### src/rtl/router_fsm.sv
// Purpose : control FSM for a 1-in / 3-out packet router; picks the output
//           FIFO from the header address, sequences header/payload/parity
//           loads and drives state-qualified strobes for the register block
//           and synchronizer.
// Latency : state advances one step per clk; outputs are pure decodes of the
//           state register (Moore), so they follow each state change with no
//           extra delay.
// Backpressure: a full destination FIFO parks the FSM in FIFO_FULL until it
//           drains; a non-empty destination at decode time parks it in
//           WAIT_TILL_EMPTY. While parked, busy=1 tells the source to hold
//           its data.
//
// Ports:
//   clk, rst              clock, asynchronous active-high reset
//   pkt_valid             header/payload byte present on the input bus
//   parity_done           register block has captured the parity byte
//   soft_reset_0..2       per-output timeout; aborts a packet headed there
//   fifo_full             the currently selected FIFO is full
//   fifo_empty_0..2       per-output FIFO empty flags
//   low_pkt_valid         pkt_valid fell while stalled (parity pending)
//   din[1:0]              destination address (header bits [1:0])
//   busy                  source must hold the current byte
//   detect_add, lfd_state, ld_state, full_state, laf_state, rst_int_reg
//                         one-hot state strobes
//   write_enb_reg         write the selected FIFO this cycle

module router_fsm (
  input  logic       clk,
  input  logic       rst,
  input  logic       pkt_valid,
  input  logic       parity_done,
  input  logic       soft_reset_0,
  input  logic       soft_reset_1,
  input  logic       soft_reset_2,
  input  logic       fifo_full,
  input  logic       fifo_empty_0,
  input  logic       fifo_empty_1,
  input  logic       fifo_empty_2,
  input  logic       low_pkt_valid,
  input  logic [1:0] din,
  output logic       busy,
  output logic       detect_add,
  output logic       ld_state,
  output logic       laf_state,
  output logic       full_state,
  output logic       write_enb_reg,
  output logic       rst_int_reg,
  output logic       lfd_state
);

  typedef enum logic [2:0] {
    DECODE_ADDRESS     = 3'd0,
    LOAD_FIRST_DATA    = 3'd1,
    LOAD_DATA          = 3'd2,
    FIFO_FULL          = 3'd3,
    LOAD_AFTER_FULL    = 3'd4,
    LOAD_PARITY        = 3'd5,
    CHECK_PARITY_ERROR = 3'd6,
    WAIT_TILL_EMPTY    = 3'd7
  } state_e;

  state_e     state_q, state_d;
  logic [1:0] addr_q, addr_d;

  logic din_empty;   // empty flag of the FIFO named by the incoming header
  logic addr_empty;  // empty flag of the FIFO this packet was latched for
  logic soft_hit;    // timeout on the output owning the current packet

  // Address 3 is not a port; it must never select a FIFO.
  always_comb begin
    din_empty = 1'b0;
    case (din)
      2'd0:    din_empty = fifo_empty_0;
      2'd1:    din_empty = fifo_empty_1;
      2'd2:    din_empty = fifo_empty_2;
      default: din_empty = 1'b0;
    endcase
  end

  always_comb begin
    addr_empty = 1'b0;
    case (addr_q)
      2'd0:    addr_empty = fifo_empty_0;
      2'd1:    addr_empty = fifo_empty_1;
      2'd2:    addr_empty = fifo_empty_2;
      default: addr_empty = 1'b0;
    endcase
  end

  // Timeouts on outputs other than the one we are feeding are irrelevant.
  always_comb begin
    soft_hit = (soft_reset_0 && (addr_q == 2'd0)) ||
               (soft_reset_1 && (addr_q == 2'd1)) ||
               (soft_reset_2 && (addr_q == 2'd2));
  end

  // Next-state and address capture.
  always_comb begin
    state_d = state_q;
    addr_d  = addr_q;

    if ((state_q == DECODE_ADDRESS) && pkt_valid && (din != 2'd3)) begin
      addr_d = din;
    end

    case (state_q)
      DECODE_ADDRESS: begin
        if (pkt_valid && (din != 2'd3)) begin
          state_d = din_empty ? LOAD_FIRST_DATA : WAIT_TILL_EMPTY;
        end
      end
      LOAD_FIRST_DATA: begin
        state_d = LOAD_DATA;
      end
      LOAD_DATA: begin
        // A full FIFO outranks end-of-packet: the last byte still needs a slot.
        if (fifo_full) begin
          state_d = FIFO_FULL;
        end else if (!pkt_valid) begin
          state_d = LOAD_PARITY;
        end
      end
      LOAD_PARITY: begin
        state_d = CHECK_PARITY_ERROR;
      end
      CHECK_PARITY_ERROR: begin
        state_d = fifo_full ? FIFO_FULL : DECODE_ADDRESS;
      end
      FIFO_FULL: begin
        if (!fifo_full) begin
          state_d = LOAD_AFTER_FULL;
        end
      end
      LOAD_AFTER_FULL: begin
        // After a stall: parity may already be in, the packet may have ended
        // while stalled (parity still to load), or payload continues.
        if (parity_done) begin
          state_d = DECODE_ADDRESS;
        end else if (low_pkt_valid) begin
          state_d = LOAD_PARITY;
        end else begin
          state_d = LOAD_DATA;
        end
      end
      WAIT_TILL_EMPTY: begin
        if (addr_empty) begin
          state_d = LOAD_FIRST_DATA;
        end
      end
      default: begin
        // Unknown encodings (e.g. X after power-up without reset) recover.
        state_d = DECODE_ADDRESS;
      end
    endcase

    // Timeout abort wins over every normal transition.
    if (soft_hit) begin
      state_d = DECODE_ADDRESS;
    end
  end

  always_ff @(posedge clk or posedge rst) begin
    if (rst) begin
      state_q <= DECODE_ADDRESS;
      addr_q  <= 2'd0;
    end else begin
      state_q <= state_d;
      addr_q  <= addr_d;
    end
  end

  // Moore output decode. busy is low only where the input byte is consumed
  // immediately (DECODE_ADDRESS captures the header, LOAD_DATA writes payload).
  always_comb begin
    detect_add    = 1'b0;
    lfd_state     = 1'b0;
    ld_state      = 1'b0;
    full_state    = 1'b0;
    laf_state     = 1'b0;
    rst_int_reg   = 1'b0;
    write_enb_reg = 1'b0;
    busy          = 1'b1;
    case (state_q)
      DECODE_ADDRESS: begin
        detect_add = 1'b1;
        busy       = 1'b0;
      end
      LOAD_FIRST_DATA: begin
        lfd_state = 1'b1;
      end
      LOAD_DATA: begin
        ld_state      = 1'b1;
        write_enb_reg = 1'b1;
        busy          = 1'b0;
      end
      FIFO_FULL: begin
        full_state = 1'b1;
      end
      LOAD_AFTER_FULL: begin
        laf_state     = 1'b1;
        write_enb_reg = 1'b1;
      end
      LOAD_PARITY: begin
        write_enb_reg = 1'b1;
      end
      CHECK_PARITY_ERROR: begin
        rst_int_reg = 1'b1;
      end
      WAIT_TILL_EMPTY: begin
        busy = 1'b1;
      end
      default: begin
        busy = 1'b1;
      end
    endcase
  end

endmodule

### config.mk
export PLATFORM = sky130hd
export DESIGN_NAME = router_fsm
export DESIGN_NICKNAME = d
export VERILOG_FILES = /design/src/rtl/router_fsm.sv
export SDC_FILE = /design/constraint.sdc
export NUM_CORES = 1
export LEC_CHECK = 0
export ABC_AREA = 1
export ABC_CLOCK_PERIOD_IN_PS = 1170
export CORE_MARGIN = 5
export CORE_UTILIZATION = 36
export CTS_CLUSTER_SIZE = 8
export DETAILED_ROUTE_END_ITERATION = 10
export GPL_TIMING_DRIVEN = 0
export HOLD_SLACK_MARGIN = 0.08
export PLACE_DENSITY = 0.71
export SYNTH_ARGS = -nofsm -noshare
export SYNTH_HDL_FRONTEND = slang
export SYNTH_SLANG_ARGS = --single-unit
### constraint.sdc
create_clock -name clk -period 1.17 [get_ports clk]
set_input_delay 0.117 -clock clk [delete_from_list [all_inputs] [get_ports clk]]
set_output_delay 0.117 -clock clk [all_outputs]
set_load 0.005 [all_outputs]
Yosys cells after proc, flatten, opt, wreduce, memory -nomap -nowiden:

Cells that the tools add are included.

* equality and inequality tests: 16
* multiplexer cells: 21
* reductions and logical operators: 14

Operator list (number)
* 2-to-1 mux 3 bit: 9
* one-hot mux 3 bit (8 select lines): 1
* equality test 3 bit (second input constant): 4
* 2-to-1 mux 1 bit: 8
* equality test 3 x 2 -> 1 bit (second input constant): 2
* logical AND 1 bit: 6
* != test 3 bit (second input constant): 2
* one-hot mux 1 bit (3 select lines): 2
* equality test 2 x 1 -> 1 bit (second input constant): 2
* equality test 2 bit (second input constant): 2
* zero test 2 bit: 2
* != test 4 bit (second input constant): 1
* AND reduction 4 bit: 1
* equality test 3 x 1 -> 1 bit (second input constant): 1
* zero test 3 bit: 1
* != test 3 x 2 -> 1 bit (second input constant): 1
* OR reduction 3 bit: 1
* logical OR 1 bit: 2
* 2-to-1 mux 2 bit: 1
* != test 2 bit (second input constant): 1
* OR reduction 2 bit: 1

* flip-flop bits (word level): 5
* output and inout bits: 8

Logic depth before layout (Yosys ltp):

* word-level depth: 6
* gate-level depth with buffers: 9
* gate-level depth less buffers: 8

Worst setup path after synthesis:

Ideal clock, no wire load.

* kind: register to register
* from: reg state_q[1]
* to: reg state_q[0]
* data arrival time: 1.069 ns
* required time: 1.105 ns
* path slack: 0.036 ns
* stages on the path, launching flop included: 8
* path through: dfrtp_1 inv_2 nand2_2 nor2_2 nand3_1 nand3b_1 nand3_1 nand2_1

* cells in the longest elaborated chain, start to end: 3
* elaborated cells on any way between the ends: 15
* those cells by class: 11 x eq/ne; 2 x mux; 2 x reduce/logical

RTL lines
* from (decl): line 62 `state_e state_q, state_d;`
* from (signal assigned): line 167 `state_q <= state_d;`
* equality test 3 bit, or another cell as far along: line 106 `case (state_q)`
* one-hot mux 3 bit (8 select lines), or another cell as far along: line 106
* 2-to-1 mux 3 bit / AND reduction 4 bit (equally long branches)

Parallel ways exist; a longest one is shown, timed or not.
A chain may end at the register's enable or synchronous reset.

Final worst setup path:

* from: reg state_q[0]
* to: out write_enb_reg

* cells in the longest elaborated chain, start to end: 3
* elaborated cells on any way between the ends: 5
* those cells by class: 3 x eq/ne; 1 x mux; 1 x reduce/logical

RTL lines
* equality test 3 bit / equality test 3 x 2 -> 1 bit (equally long branches): line 183 `case (state_q)`
* OR reduction 3 bit (no line) *
* 2-to-1 mux 1 bit *: line 183
* to (decl): line 46 `output logic write_enb_reg,`

Mark *: on every way between the ends. The rest lies on a longest branch, timed or not.

==> out/summary.txt <==
status: finished with violations
failing checks: negative setup slack
endpoints failing hold: 0
io pins: 22
TritonRoute pass-1 iters: 4
YS warnings: 0
worst-path maximum fanout: 7
Post-DP Area: 751 um^2
Pwr per Cell Area: 2380 mW/mm^2
Pwr Total: 0.00224 W
PortBufs: 21
vias in the first global route: 720
Die Y-Extent: 48.1 um
clock-pin slew on the worst setup and hold paths: 0.04 ns
Netlist Area Pre-Place: 522 um^2
Mapped Nets: 103
global-route wire length before repair: 2900 um
starting density of the core: 39.1%
Slew headroom: 85.4%
Final Net Count: 143
Leak: 0.485 nW
Worst IR Drop VDD: 1.66 mV
Finished Layout Cells: 143
Critical Path AT: 1.22 ns
mux share of post-synthesis cell area: 0%
initial antenna violation count: 0
Hold Crit Depth: 3
largest net degree at the start of global routing: 9
hold_sp: din[0]
ANT nets after route: 0
initial DRC count: 16
clk_skew: 0.00348 ns
critical path type: flip-flop to output port
FP Rows: 13
Max Fclk: 751 MHz
gr usage total: 18.6%
clk sinks: 5
DP Cell Count: 125
fin crit period: 1.33 ns
drt total wl: 1810 um
# diodes: 0
final hold slack: 0.524 ns
CTS buffer count: 3
Max Buffers Root-to-Sink: 2
final setup fails: 13
vias per std cell: 5.18
RSZ-0062 raised after global routing: yes
Post-Synth Adder-Cell Area: 0%
reg2reg start: state_q[1]$_DFFE_PP0P_
Via Count: 741
Worst EP required: 1.05 ns
total global routing overflow: 0
layout cell share with drive strength beyond 1: 34.4%
Design Area, Final: 941 um^2
Worst setup SP type: flip-flop
DIE WIDTH: 48.1 um
die area: 0.00231 mm^2
CTS tree: yes
Reg2Reg Setup Slack: -0.14 ns
Reg2Reg Depth: 10
compound-gate portion of the synthesized area: 4.80%
Min-Delay Path Class: input pin to flip-flop
max-slew violations: 0
Yosys cell types: 15
DR DRC count: 0
Max Cap Violations: 0
Synth Instances: 89
Reg-to-Reg End: state_q[0]$_DFFE_PP0P_
post-synthesis xor/xnor area fraction: 0%
H-tree levels: 1
area of the multi-input gates: 390 um^2
worst skew pair latency: 0.24 ns
clock root cell: clkbuf_4
Filler cells: 125
crit end category: output port
PnR worst setup slack: -0.162 ns
Final Core Density: 70.5%
Worst-Margin Slew: 0.220 ns
GP Congestion: 0.869
Register Area: 128 um^2
crit path from: state_q[0]$_DFFE_PP0P_
post-DP HPWL: 1180 um
Syn Area/Cell: 5.86 um^2
Final Cycle Share: 114%
Hold Path Sink: addr_q[0]$_DFFE_PP0P_
Avg WL per Cell: 12.7 um
most frequent cells in the layout: nand2_1, nand3_1, clkdlybuf4s50_1
sequential element share of the synthesized area: 24.0%
Core ar.: 0.00133 mm^2
largest family of logic cells by synthesized area: simple AND/OR/NAND/NOR gates
Yosys reg bits: 5
synth-to-layout area growth: 80.3%
most common cell after layout, fill and taps aside: nand2_1
Post-Synth Simple-Gate Area: 59.2%
-- routing by layer --
layer / up-vias / GRT usage (%) / wire length [um]
li1: 366 / - / -
met1: 351 / 16.9 / 634
met2: 22 / 36.1 / 1010
met3: 2 / 7.52 / 155
met4: 0 / 6.99 / 12
met5: - / 0 / 0
-- worst max-delay path by stage --
stage	endpoint	depth (start not counted)
after floorplan	state_q[0]$_DFFE_PP0P_	7
after global placement	write_enb_reg	5
after detailed placement	write_enb_reg	5
after CTS	write_enb_reg	5
after global routing	write_enb_reg	5
final	write_enb_reg	5
-- critical path, stage by stage (launching register included) --
cell and delay (ns):
dfrtp_1 0.38, buf_8 0.14, nor2_4 0.16, inv_2 0.08, o21ai_2 0.10, buf_2 0.12
-- cells in the mapped netlist, drive strengths merged --
cell    instances  share of area, %
o21ai           4               3.8
clkbuf          1               2.6
nor2           15                15
dfrtp           5                24
a21oi           1              0.96
nand3b          1               1.4
nor3            1              0.96
nand2          24                19
inv            13               9.4
nand3          22                21
nand4           2               2.4
-- per-stage QoR --
stage	setup TNS [ns]	setup slack [ns]
6_report	-1.38	-0.162
5_1_grt	-2.17	-0.223
4_1_cts	-1.08	-0.144
3_5_place_dp	-2.79	-0.386
3_3_place_gp	-2.62	-0.377
2_1_floorplan	0	0.0357
-- registers in the layout (all words and copies together) (netlist names) --
register / count
state_q: 3
addr_q: 2
-- layout make-up --
| class | count | area share (%) |
|---|---|---|
| Inverter | 13 | 5.45 |
| Multi-Input combinational cell | 70 | 41.5 |
| Timing Repair Buffer | 35 | 33.1 |
| Sequential cell | 5 | 13.6 |
| Clock buffer | 4 | 2.79 |
| Tap cell | 15 | 1.99 |
| Buffer | 1 | 1.60 |
-- repair_timing --
action,4_1_cts,5_1_grt
pin swaps,9,9
resized for setup,47,7
endpoints found under the setup margin,13,13
hold buffers,1,0
endpoints found under the hold margin,5,0
setup buffers,12,2
-- power breakdown --
group / internal [W] / total, W / switching (W) / leakage (nW)
registers: 0.000259 / 0.000342 / 0.0000822 / 0.0605
clock network: 0.000129 / 0.000195 / 0.0000665 / 0.0150
logic: 0.000823 / 0.00170 / 0.000878 / 0.409
total: 0.00121 / 0.00224 / 0.00103 / 0.485
-- cell families after synthesis --
family / count (synthesis)
flops: 5
compound gates: 5
buf+inv: 14
simple gates: 65
No activity file was read; power rests on OpenSTA's default activity.
